## config.mk

```make
export PLATFORM = sky130hd
export DESIGN_NAME = ctrl_st
export DESIGN_NICKNAME = d
export VERILOG_FILES = /design/src/rtl/ctrl_st.sv
export SDC_FILE = /design/constraint.sdc
export NUM_CORES = 1
export LEC_CHECK = 0
export ABC_AREA = 1
export BUFFER_PORTS_ARGS = -buffer_cell sky130_fd_sc_hd__buf_2
export CAP_MARGIN = 20
export CORE_MARGIN = 2
export CORE_UTILIZATION = 30
export CTS_CLUSTER_DIAMETER = 50
export CTS_CLUSTER_SIZE = 14
export DETAILED_ROUTE_END_ITERATION = 8
export SLEW_MARGIN = 5
export SYNTH_ARGS = -nofsm -noshare
export SYNTH_HDL_FRONTEND = slang
export SYNTH_SLANG_ARGS = --single-unit
export TNS_END_PERCENT = 20
```

## constraint.sdc

```tcl
create_clock -name clk -period 6 [get_ports clk]
set_input_delay 1.2 -clock clk [delete_from_list [all_inputs] [get_ports clk]]
set_output_delay 1.2 -clock clk [all_outputs]
set_load 0.02 [all_outputs]
```

## src/rtl/ctrl_st.sv

```systemverilog
// Store-side tile controller: drains the BS then BP output buffers from address 0
// and streams the words out through a 2-entry FIFO on a valid/ready interface.
module ctrl_st #(
    parameter int DATA_W     = 32,
    parameter int OUT_BUF_AW = 9,
    parameter int RD_LAT     = 1
) (
    input  logic                  clk,
    input  logic                  rst_n,
    input  logic [15:0]           bs_st_times,
    input  logic [15:0]           bp_st_times,
    input  logic                  st_tile_start,
    output logic                  st_busy,
    output logic                  bs_out_buf_rd_en,
    output logic [OUT_BUF_AW-1:0] bs_out_buf_rd_addr,
    input  logic [DATA_W-1:0]     bs_out_buf_rd_data,
    output logic                  bp_out_buf_rd_en,
    output logic [OUT_BUF_AW-1:0] bp_out_buf_rd_addr,
    input  logic [DATA_W-1:0]     bp_out_buf_rd_data,
    output logic [DATA_W-1:0]     st_data,
    output logic                  st_valid,
    input  logic                  st_ready,
    output logic                  st_last,
    output logic                  st_tile_end
);

    generate
        if (RD_LAT != 1) begin : g_rd_lat_check
            $error("ctrl_st: only RD_LAT == 1 is supported");
        end
    endgenerate

    typedef enum logic [1:0] {IDLE, RD_BS, RD_BP, DRAIN} state_t;

    state_t              state, state_nxt;
    logic [15:0]         bs_times_q, bp_times_q;
    logic [15:0]         bs_cnt, bp_cnt;
    logic                inflight, inflight_bp, inflight_last;
    logic [DATA_W:0]     fifo_mem [2];
    logic                wr_ptr, rd_ptr;
    logic [1:0]          occ;
    logic                pop, room, head_last;
    logic                bs_issue, bp_issue, bs_final, bp_final;
    logic                drain_done, tile_end_q;

    assign st_valid  = (occ != 2'd0);
    assign pop       = st_valid & st_ready;
    assign head_last = fifo_mem[rd_ptr][DATA_W];
    // Counting the in-flight read keeps the FIFO from ever needing a third slot.
    assign room      = ({1'b0, occ} + {2'b00, inflight} - {2'b00, pop}) < 3'd2;
    assign bs_final  = (bs_cnt == bs_times_q - 16'd1);
    assign bp_final  = (bp_cnt == bp_times_q - 16'd1);

    always_comb begin
        state_nxt  = state;
        bs_issue   = 1'b0;
        bp_issue   = 1'b0;
        drain_done = 1'b0;
        case (state)
            IDLE: begin
                if (st_tile_start) begin
                    if (bs_st_times != 16'd0)      state_nxt = RD_BS;
                    else if (bp_st_times != 16'd0) state_nxt = RD_BP;
                    else                           state_nxt = DRAIN;
                end
            end
            RD_BS: begin
                if (room) begin
                    bs_issue = 1'b1;
                    if (bs_final) state_nxt = (bp_times_q != 16'd0) ? RD_BP : DRAIN;
                end
            end
            RD_BP: begin
                if (room) begin
                    bp_issue = 1'b1;
                    if (bp_final) state_nxt = DRAIN;
                end
            end
            DRAIN: begin
                // Done when the only thing left is the last beat handshaking now.
                if (!inflight && (occ == 2'd0 || (occ == 2'd1 && pop && head_last))) begin
                    drain_done = 1'b1;
                    state_nxt  = IDLE;
                end
            end
            default: state_nxt = IDLE;
        endcase
    end

    always_ff @(posedge clk) begin
        if (!rst_n) begin
            state         <= IDLE;
            bs_times_q    <= '0;
            bp_times_q    <= '0;
            bs_cnt        <= '0;
            bp_cnt        <= '0;
            inflight      <= 1'b0;
            inflight_bp   <= 1'b0;
            inflight_last <= 1'b0;
            wr_ptr        <= 1'b0;
            rd_ptr        <= 1'b0;
            occ           <= '0;
            tile_end_q    <= 1'b0;
        end else begin
            state      <= state_nxt;
            tile_end_q <= drain_done;
            if (state == IDLE && st_tile_start) begin
                bs_times_q <= bs_st_times;
                bp_times_q <= bp_st_times;
            end
            if (state_nxt == RD_BS && state != RD_BS) bs_cnt <= '0;
            else if (bs_issue)                        bs_cnt <= bs_cnt + 16'd1;
            if (state_nxt == RD_BP && state != RD_BP) bp_cnt <= '0;
            else if (bp_issue)                        bp_cnt <= bp_cnt + 16'd1;
            inflight      <= bs_issue | bp_issue;
            inflight_bp   <= bp_issue;
            inflight_last <= bs_issue ? (bs_final && bp_times_q == 16'd0) : (bp_issue && bp_final);
            if (inflight) wr_ptr <= ~wr_ptr;
            if (pop)      rd_ptr <= ~rd_ptr;
            occ <= occ + {1'b0, inflight} - {1'b0, pop};
        end
    end

    always_ff @(posedge clk) begin
        if (inflight)
            fifo_mem[wr_ptr] <= {inflight_last, inflight_bp ? bp_out_buf_rd_data : bs_out_buf_rd_data};
    end

    assign bs_out_buf_rd_en   = bs_issue;
    assign bp_out_buf_rd_en   = bp_issue;
    assign bs_out_buf_rd_addr = bs_cnt[OUT_BUF_AW-1:0];
    assign bp_out_buf_rd_addr = bp_cnt[OUT_BUF_AW-1:0];
    // Head is masked when empty so stale entries never show on the stream.
    assign st_data     = st_valid ? fifo_mem[rd_ptr][DATA_W-1:0] : '0;
    assign st_last     = st_valid & head_last;
    assign st_tile_end = tile_end_q;
    assign st_busy     = (state != IDLE) | tile_end_q;

endmodule

```

==> flow_metrics.env <==
export IMPL_status="completed"
export IMPL_synthFlopType="dfxtp_1"
export IMPL_synth_xor_area_share=0.07709
export IMPL_r2r_cells=21
export IMPL_drt_wl_total_um=17740
export IMPL_synth_top_family_by_area="simple AND/OR/NAND/NOR gates"
export IMPL_yosys_area_share_simple=0.2379
export IMPL_worst_ep_arrival_time_ns=3.40
export IMPL_clockBufferDepth=2
export IMPL_die_x_um=162.1
export IMPL_max_freq_mhz=217.4
export IMPL_die_y_um=162.1
export IMPL_drive_gt1_frac=0.2724
export IMPL_clock_sinks=141
export IMPL_hold_worst_slack_ns=0.4529
export IMPL_slew_limit_headroom=0.5521
export IMPL_clk_pin_slew_ns=0.06
export IMPL_use_met1=0.1816
export IMPL_timing_final_max_slew_violations=0
export IMPL_hold_buffers=0
export IMPL_coreArea_um2=24460
export IMPL_finalCritPeriodShare=0.7665
export IMPL_n_antenna_cell=0
export IMPL_antenna_found_initial=0
export IMPL_design_area_um2=9055
export IMPL_cts_buffers=17
export IMPL_dp_hpwl_um=13040
export IMPL_p_leak_nw=3.793
export IMPL_num_vias=6060
export IMPL_grt_max_degree=47
export IMPL_initial_core_util=0.3065
export IMPL_finalNonFillerCells=1352
export IMPL_antenna_left=0
export IMPL_top_usage_layer="met2"
export IMPL_cts_root_buf="clkbuf_16"
export IMPL_dpl_instance_area_um2=8468
export IMPL_finalHoldViolations=0
export IMPL_firstDrtPassIters=4
export IMPL_ir_worst_vdd_mv=0.1433
export IMPL_synth_nets=988
export IMPL_grt_util_met2=0.2211
export IMPL_cp_max_fo=10
export IMPL_drv_cap=0
export IMPL_gp_congestion=0.8050
export IMPL_syn_area_um2=7498
export IMPL_postCtsSetupRepairBufs=0
export IMPL_std_cell_rows=57
export IMPL_power_density_nw_per_um2=336.6
export IMPL_crit_type="input port to output port"
export IMPL_fin_setup_tns_ns=0
export IMPL_ys_ff_latch=141
export IMPL_drc=0
export IMPL_whs_path_depth=1
export IMPL_grt_pass1_wl_um=28480
export IMPL_synth_edff_count=66
export IMPL_end_kind="output port"
export IMPL_die_area_um2=26270
export IMPL_min_period_ns=4.599
export IMPL_hp_class="flop to flop"
export IMPL_htreeDepth=4
export IMPL_yosysWarnings=0
export IMPL_finClkSkew_ns=0.009243
export IMPL_cts_resized=0
export IMPL_avgSynthCellArea_um2=8.511
export IMPL_nNetsFinal=1122
export IMPL_ioPinCount=156
export IMPL_start_kind="input port"
export IMPL_dp_cells=1320
export IMPL_wl_per_cell_um=13.12
export IMPL_setup_violations=0
export IMPL_worst_slew_pin_slew_ns=0.6711
export IMPL_ys_seq_area_frac=0.4645
export IMPL_drt_initial_drc_count=277
export IMPL_synthAdderAreaFrac=0.01268
export IMPL_grt_pass1_vias=5661
export IMPL_async_flop_share=0
export IMPL_port_buffers=155
export IMPL_synthMuxAreaShare=0.04939
export IMPL_insertion_delay_ns=0.42
export IMPL_required_ns=4.80
export IMPL_globalRouteTotalUtil=0.1381
export IMPL_syn_inst=881
export IMPL_fin_util=0.3702
export IMPL_grt_ovfl_total=0
export IMPL_use_met3=0.03269
export IMPL_rsz0062_at_grt="no"
export IMPL_synth_distinct_cells=46
export IMPL_syn2layout_area_growth_pct=20.76
export IMPL_synth_compound_area_frac=0.08293
export IMPL_via_per_inst=4.482
export IMPL_cts_tree="yes"
per-stage QoR:
stage,setup slack (ns),power (W)
3_3_place_gp,1.425,0.002011
4_1_cts,1.404,0.003098
2_1_floorplan,1.888,0.001748
3_5_place_dp,1.408,0.002024
6_report,1.401,0.003048
5_1_grt,1.245,0.003242
path summary, 6_finish.rpt:
| check | endpoint | from | slack [ns] |
|---|---|---|---|
| worst min register to register | flop | rd_ptr$_SDFFE_PN0P_ | 0.45 |
| worst max-delay path | bs_out_buf_rd_en | st_ready | 1.40 |
| worst min-delay path | flop | rd_ptr$_SDFFE_PN0P_ | 0.45 |
| worst max register to register | bp_cnt[4]$_SDFFE_PP0P_ | occ[1]$_SDFF_PN0_ | 2.23 |
final cells by class:
class | count | area (um2)
tap | 324 | 405.4
clock inverter | 15 | 161.4
clock buffer | 17 | 425.4
sequential | 141 | 3483
timing repair buffer | 162 | 828.3
multi-input combinational | 614 | 3455
inverter | 79 | 296.5
fill | 2543 | 15410
layout by cell type, fill, tap and decap left out, types with 7 or more instances in the layout:
cell	instances
xnor2_1	17
nand4_1	12
buf_2	155
dfxtp_1	75
inv_1	73
clkbuf_16	17
nand2_1	179
a21oi_2	9
xor2_1	49
nand3_1	23
nor2_1	119
buf_4	7
a21oi_1	56
nor2_4	13
mux2_2	32
nand2_2	7
nor2_2	11
o21ai_0	38
nor4_1	7
nor3_1	8
edfxtp_1	66
state kept, by name, summed over array words and instances (netlist names), named ones only:
register	count
bp_cnt	16
inflight_bp	1
st_tile_end	1
bs_cnt	16
rd_ptr	1
occ	2
bp_times_q	16
inflight_last	1
state	2
fifo_mem	66
wr_ptr	1
bs_times_q	16
inflight	1
logic make-up (layout without fill, tap and decap cells):
group / Yosys count / after routing
compound gates: 114 / 114
xor+xnor: 66 / 66
fa+ha+maj: 7 / 7
buf+inv: 126 / 273
flops: 141 / 141
mux: 33 / 33
simple gates: 394 / 394
cell usage after synthesis, types with 13 or more instances:
library cell	number	share of area
nand2_1	179	0.090
nor2_1	121	0.061
dfxtp_1	75	0.20
inv_1	73	0.037
edfxtp_1	66	0.26
a21oi_1	56	0.037
xor2_1	49	0.057
o21ai_0	38	0.025
mux2_2	32	0.048
nand3_1	23	0.015
clkbuf_1	21	0.011
buf_4	19	0.019
xnor2_1	17	0.020
nor2_4	13	0.020
metal layers:
layer  wire (um)  vias up
met3         985       13
met2        8034      153
met1        8516     2760
li1            -     3134
met4         199        0
met5           0        -
power breakdown:
group | switching (W) | leakage [nW] | internal (W)
logic | 0.000581 | 2.30 | 0.000271
registers | 0.0000458 | 1.21 | 0.00109
clock network | 0.000465 | 0.282 | 0.000593
worst max-delay path: stages:
cell and delay [ns]:
buf_2 0.09, inv_1 0.03, nor2_1 0.20, ha_1 0.27, inv_1 0.05, ha_1 0.12
inv_1 0.04, fa_1 0.54, nand3_2 0.12, nor3_4 0.45, buf_2 0.27
Power figures use the tool's default switching activity.
